`src/rtl/frame_decoder.sv`:
```
// frame_decoder
//   Pulls bytes from a receive queue and decodes framed sensor samples.
//   A frame is: header 0x00, tag byte, then payload. Tag 0x01 carries one
//   DIN byte; tags 0x02..0x05 (ADC0, ADC1, CADC0, CADC1) carry a 10-bit
//   sample as a low byte followed by a high byte of {6'b0, data[9:8]}.
//
// Ports
//   clk, rst_n           clock, asynchronous active-low reset
//   in_read, em_read     queue head byte and queue-empty flag
//   pp_read              pop strobe; the head byte is consumed this cycle
//   out_din / vld_din    last DIN byte and its one-cycle update strobe
//   out_adc0..out_cadc1  last 10-bit sample per channel
//   vld_adc0..vld_cadc1  one-cycle update strobe per channel
//   err_frame            one-cycle strobe on any framing violation
//   err_count            framing errors since reset, saturating at 0xFF
//   frame_count          good frames since reset, wrapping
//
// state | meaning
// ------+----------------------------------------------------------
// SYNC  | hunting for the 0x00 header
// TAG   | header seen, next byte selects the payload type
// LO    | expecting DIN byte or the low byte of a 10-bit sample
// HI    | expecting the high byte {6'b0, data[9:8]} of a 10-bit sample

module frame_decoder (
  input  logic        clk,
  input  logic        rst_n,
  input  logic [7:0]  in_read,
  input  logic        em_read,
  output logic        pp_read,
  output logic [7:0]  out_din,
  output logic        vld_din,
  output logic [9:0]  out_adc0,
  output logic [9:0]  out_adc1,
  output logic [9:0]  out_cadc0,
  output logic [9:0]  out_cadc1,
  output logic        vld_adc0,
  output logic        vld_adc1,
  output logic        vld_cadc0,
  output logic        vld_cadc1,
  output logic        err_frame,
  output logic [7:0]  err_count,
  output logic [15:0] frame_count
);

  typedef enum logic [1:0] {
    ST_SYNC = 2'd0,
    ST_TAG  = 2'd1,
    ST_LO   = 2'd2,
    ST_HI   = 2'd3
  } state_t;

  localparam logic [2:0] TAG_DIN   = 3'd1;
  localparam logic [2:0] TAG_ADC0  = 3'd2;
  localparam logic [2:0] TAG_ADC1  = 3'd3;
  localparam logic [2:0] TAG_CADC0 = 3'd4;
  localparam logic [2:0] TAG_CADC1 = 3'd5;

  state_t      state;
  state_t      state_next;
  logic [2:0]  tag;
  logic [2:0]  tag_next;
  logic [7:0]  lo_buf;
  logic [7:0]  lo_next;
  logic        cooldown;
  logic        armed;
  logic        pop;

  logic        err_next;
  logic        vld_din_next;
  logic [3:0]  vld_ch_next;   // {cadc1, cadc0, adc1, adc0}
  logic [9:0]  sample_next;

  // armed keeps the first pop off until the first rising edge after reset
  // release; cooldown enforces one idle cycle after every pop.
  assign pop     = armed & ~cooldown & ~em_read;
  assign pp_read = pop;

  always_ff @(posedge clk or negedge rst_n) begin
    if (!rst_n) begin
      state    <= ST_SYNC;
      tag      <= 3'd0;
      lo_buf   <= 8'd0;
      armed    <= 1'b0;
      cooldown <= 1'b0;
    end else begin
      state    <= state_next;
      tag      <= tag_next;
      lo_buf   <= lo_next;
      armed    <= 1'b1;
      cooldown <= pop;
    end
  end

  always_comb begin
    state_next   = state;
    tag_next     = tag;
    lo_next      = lo_buf;
    err_next     = 1'b0;
    vld_din_next = 1'b0;
    vld_ch_next  = 4'b0000;
    sample_next  = {in_read[1:0], lo_buf};

    if (pop) begin
      case (state)
        ST_SYNC: begin
          if (in_read == 8'h00) begin
            state_next = ST_TAG;
          end else begin
            err_next = 1'b1;
          end
        end

        ST_TAG: begin
          if ((in_read >= 8'h01) && (in_read <= 8'h05)) begin
            tag_next   = in_read[2:0];
            state_next = ST_LO;
          end else if (in_read == 8'h00) begin
            // repeated header: flag it but treat it as the start of a frame
            err_next = 1'b1;
          end else begin
            err_next   = 1'b1;
            state_next = ST_SYNC;
          end
        end

        ST_LO: begin
          if (tag == TAG_DIN) begin
            vld_din_next = 1'b1;
            state_next   = ST_SYNC;
          end else begin
            lo_next    = in_read;
            state_next = ST_HI;
          end
        end

        ST_HI: begin
          state_next = ST_SYNC;
          if (in_read[7:2] == 6'd0) begin
            case (tag)
              TAG_ADC0:  vld_ch_next = 4'b0001;
              TAG_ADC1:  vld_ch_next = 4'b0010;
              TAG_CADC0: vld_ch_next = 4'b0100;
              TAG_CADC1: vld_ch_next = 4'b1000;
              default:   vld_ch_next = 4'b0000;
            endcase
          end else begin
            err_next = 1'b1;
          end
        end

        default: state_next = ST_SYNC;
      endcase
    end
  end

  always_ff @(posedge clk or negedge rst_n) begin
    if (!rst_n) begin
      out_din     <= 8'd0;
      out_adc0    <= 10'd0;
      out_adc1    <= 10'd0;
      out_cadc0   <= 10'd0;
      out_cadc1   <= 10'd0;
      vld_din     <= 1'b0;
      vld_adc0    <= 1'b0;
      vld_adc1    <= 1'b0;
      vld_cadc0   <= 1'b0;
      vld_cadc1   <= 1'b0;
      err_frame   <= 1'b0;
      err_count   <= 8'd0;
      frame_count <= 16'd0;
    end else begin
      vld_din   <= vld_din_next;
      vld_adc0  <= vld_ch_next[0];
      vld_adc1  <= vld_ch_next[1];
      vld_cadc0 <= vld_ch_next[2];
      vld_cadc1 <= vld_ch_next[3];
      err_frame <= err_next;

      if (vld_din_next)   out_din   <= in_read;
      if (vld_ch_next[0]) out_adc0  <= sample_next;
      if (vld_ch_next[1]) out_adc1  <= sample_next;
      if (vld_ch_next[2]) out_cadc0 <= sample_next;
      if (vld_ch_next[3]) out_cadc1 <= sample_next;

      if (err_next && (err_count != 8'hFF)) begin
        err_count <= err_count + 8'd1;
      end
      if (vld_din_next || (vld_ch_next != 4'b0000)) begin
        frame_count <= frame_count + 16'd1;
      end
    end
  end

endmodule
```
`config.mk`:
```
export PLATFORM = sky130hd
export DESIGN_NAME = frame_decoder
export DESIGN_NICKNAME = d
export VERILOG_FILES = /design/src/rtl/frame_decoder.sv
export SDC_FILE = /design/constraint.sdc
export NUM_CORES = 1
export LEC_CHECK = 0
export CORE_MARGIN = 3
export CORE_UTILIZATION = 37
export DETAILED_ROUTE_END_ITERATION = 7
export HOLD_SLACK_MARGIN = 0.12
export PLACE_DENSITY_LB_ADDON = 0.2
export SYNTH_ARGS = -nofsm -noshare
export SYNTH_HDL_FRONTEND = slang
export SYNTH_SLANG_ARGS = --single-unit
```
`constraint.sdc`:
```
create_clock -name clk -period 2.3 [get_ports clk]
set_input_delay 0.46 -clock clk [delete_from_list [all_inputs] [get_ports clk]]
set_output_delay 0.46 -clock clk [all_outputs]
set_load 0.02 [all_outputs]
```
==> reports/metrics.csv <==
stage,metric,value,unit
grt,via count of the first global-routing pass,2777,
timing,Slew @ Worst Pin,0.651,ns
cts,"Clk pin slew, worst setup/hold paths",0.09,ns
drt,Wirelength per Cell,16.0,µm
drt,number of DRC markers in iteration 0,84,
logic_synthesis,ys async rst share,1.00,
final_layout,Final Cell Area,5460,µm²
timing,fmax,0.468,GHz
grt,wire length of the first global-routing pass,14600,µm
run,max-cap violation count,0,
timing,worst hold-check slack,0.124,ns
die,die height,109,µm
pwr,leakage power summed over all cells,2.53,nW
worst_setup_path,critical path's slowest cell,clkdlybuf4s50_1,
worst_setup_path,arrival time worst endpoint,2.37,ns
final_layout,fraction of layout instances using a drive strength above 1,0.302,
worst_setup_path,critical setup path kind,input port to flop,
drt,post-route ant nets,0,
logic_synthesis,Mapped Area,3950,µm²
final_layout,"leading cell type in the layout, fill and taps excluded",dfrtp_1,
final_layout,most used cells in the layout excluding fill and tap cells,"93 x dfrtp_1, 87 x clkdlybuf4s50_1, 51 x mux2_2",
final_layout,relative area change from synthesis to final layout,38.3,%
logic_synthesis,register bit count reported by yosys,93,
grt,initial antenna violation count,0,
grt,global routing usage summed across all routing layers,0.158,
worst_setup_path,required time at the endpoint of the critical path,2.54,ns
worst_setup_path,CP top delay family,simple AND/OR/NAND/NOR gates,
logic_synthesis,number of nets in the synthesized netlist,299,
worst_setup_path,Reg2Reg Launch Point,state[0],
logic_synthesis,Post-Syn Instances,286,
worst_setup_path,startpoint of the worst setup timing path,in_read[3],
pwr,peak ir drop on the vdd network,0.580,mV
cts,total setup buffers inserted after CTS,0,
logic_synthesis,portion of the post-synthesis area used by sequential elements,0.589,
cts,buffer cell driving the clock tree root,clkbuf_8,
drt,routed vias,2753,
logic_synthesis,number of enable flip-flop cells after synthesis,0,
worst_setup_path,number of buffers and inverters on the critical path,2,
worst_setup_path,Worst setup EP type,flop,
timing,crit share post-route,0.930,
run_status,status,finished clean,
drt,Final Routed Wirelength,8880,µm
logic_synthesis,syn avg cell area,13.8,µm²
worst_hold_path,path category of the worst min-delay check,input port to asynchronous set/reset pin,
cts,hold_buf cts,0,
cts,clock buffer count from CTS,9,
worst_setup_path,startpoint class of the critical path,input port,
worst_setup_path,crit-path max FO,10,
worst_setup_path,chain of cells forming the critical path,clkdlybuf4s50_1 > nor3_4 > and2_4 > nand3_2 > or4_1 > buf_4 > mux2_4,
die,Die Footprint,11900,µm²
cts,# clock sinks,93,
pwr,Power per Cell Area,591,nW/µm²
logic_synthesis,total of warnings raised by yosys,0,
cts,CTS tree,built,
cts,CTS H-tree depth,3,
drt,post-detailed-route via-to-cell ratio,4.95,
final_layout,Diodes inserted,0,
die,Initial Utilization,0.381,
timing,RSZ-0062 raised after global routing,false,
timing,Slew Limit Fails,0,
timing,normalized max-slew margin,0.566,
cts,maximum clock insertion buffer count,2,
logic_synthesis,most instantiated flip-flop cell in the synthesis netlist,dfrtp_1,
logic_synthesis,number of different library cells in the post-synthesis netlist,48,
grt,residual overflow from global routing,0,
timing,Worst Clk Skew,0.00831,ns
cts,later-pin clock latency in the skew report,0.35,ns
drt,total DRC errors in the routed layout,0,
final_layout,final layout net count,428,
timing,Final Critical Period,2.14,ns
worst_setup_path,largest stage delay on the critical path,0.48,ns
die,Die W,109,µm
die,core area,10400,µm²
die,number of top-level pins,90,
placed_design,last weighted congestion value of the routability-driven placer,0.782,
drt,Pre-Repair DR Iteration Count,4,
placed_design,number of input and output port buffers inserted,89,
timing,final count of hold timing violations,0,
placed_design,HPWL reported at the end of detailed placement,6460,µm
grt,largest net degree at the start of global routing,50,
placed_design,placed standard-cell area,5270,µm²
timing,final setup fails,0,
die,# rows,37,
-- report_power, final --
part	switching, mW	total (mW)	internal, mW
Combinational	0.197	0.387	0.190
Sequential	0.0949	1.80	1.70
Clock	0.585	1.05	0.462
-- synth_stat cells, drive strengths merged (4+ instances only) --
cell,instances,area [µm²]
and3,4,25.0
xor2,10,87.6
nor4,5,37.5
inv,4,15.0
nor2,10,40.0
mux2,61,724
buf,4,28.8
dfrtp,93,2330
nor3,12,92.6
nand4,10,62.6
nand3,15,80.1
xnor2,9,78.8
o21ai,4,20.0
nand2,10,40.0
-- sequential cells by signal (all words and copies together) (netlist names) --
signal       cells
vld_din          1
vld_cadc1        1
lo_buf           8
frame_count     16
cooldown         1
armed            1
vld_cadc0        1
state            2
vld_adc1         1
err_frame        1
out_cadc1       10
out_din          8
out_adc0        10
vld_adc0         1
tag              3
err_count        8
out_cadc0       10
out_adc1        10
-- final timing paths --
path / to / slack (ns) / cells past startpoint
worst max-delay path: out_adc0[3] / 0.16 / 7
worst max register to register: frame_count[1] / 0.43 / 5
max in group asynchronous: out_adc1[3] / 1.53 / 2
worst min register to register: frame_count[15] / 0.47 / 1
worst min-delay path: out_cadc0[5] / 0.12 / 1
min in group clk: frame_count[15] / 0.47 / 1
-- stage by stage --
| stage | cells | worst slack, ns | TNS [ns] | utilization | total power, mW |
|---|---|---|---|---|---|
| after floorplan | 286 | 0.253 | 0 | - | 2.00 |
| after global placement | 540 | -0.161 | -4.60 | 0.508 | 2.21 |
| after detailed placement | 540 | -0.187 | -5.71 | 0.508 | 2.22 |
| after CTS | 556 | 0.163 | 0 | 0.527 | 3.27 |
| after global routing | 556 | 0.0757 | 0 | 0.527 | 3.40 |
| final | 556 | 0.162 | 0 | 0.527 | 3.23 |
-- routing by layer --
metal / wire length [µm] / vias up / part of all wire / GRT usage
li1: - / 1292 / - / -
met1: 4300 / 1375 / 0.48 / 0.233
met2: 3970 / 79 / 0.45 / 0.233
met3: 519 / 7 / 0.058 / 0.0388
met4: 90 / 0 / 0.010 / 0.0463
met5: 0 / - / 0 / 0
-- repair_timing --
action / in CTS / in global routing
resized for setup: 1 / 0
hold endpoints to repair: 0 / 0
setup endpoints to repair: 1 / 0
-- cell type report --
cell class	instances	area, µm²
clock inverters	5	41.3
repair buffers	124	1190
flip-flops and latches	93	2330
clock buffers	11	151
fillers	916	4910
inverters	4	15.0
multi-input cells	183	1570
well taps	136	170
-- worst reg2reg max path, delay by kind of cell, from the launching register on --
family | cells | cell delay [ns]
and+or+nand+nor | 3 | 0.57
DFF | 1 | 0.52
muxes | 1 | 0.35
AOI/OAI and AO/OA | 1 | 0.33
-- kinds of logic (layout without fill, tap and decap cells) --
family                   count (synthesis)  count (layout)  share of synthesized area
AO/OA/AOI/OAI                           19              19                     0.0352
adder cells (fa/ha/maj)                  2               2                    0.00634
multiplexers                            61              61                      0.183
buffers and inverters                   10             144                     0.0130
flip-flops                              93              93                      0.589
other                                    1               1                   0.000950
XOR/XNOR                                19              19                     0.0421
AND/OR/NAND/NOR                         81              81                      0.130
No activity file was read; power rests on OpenSTA's default activity.
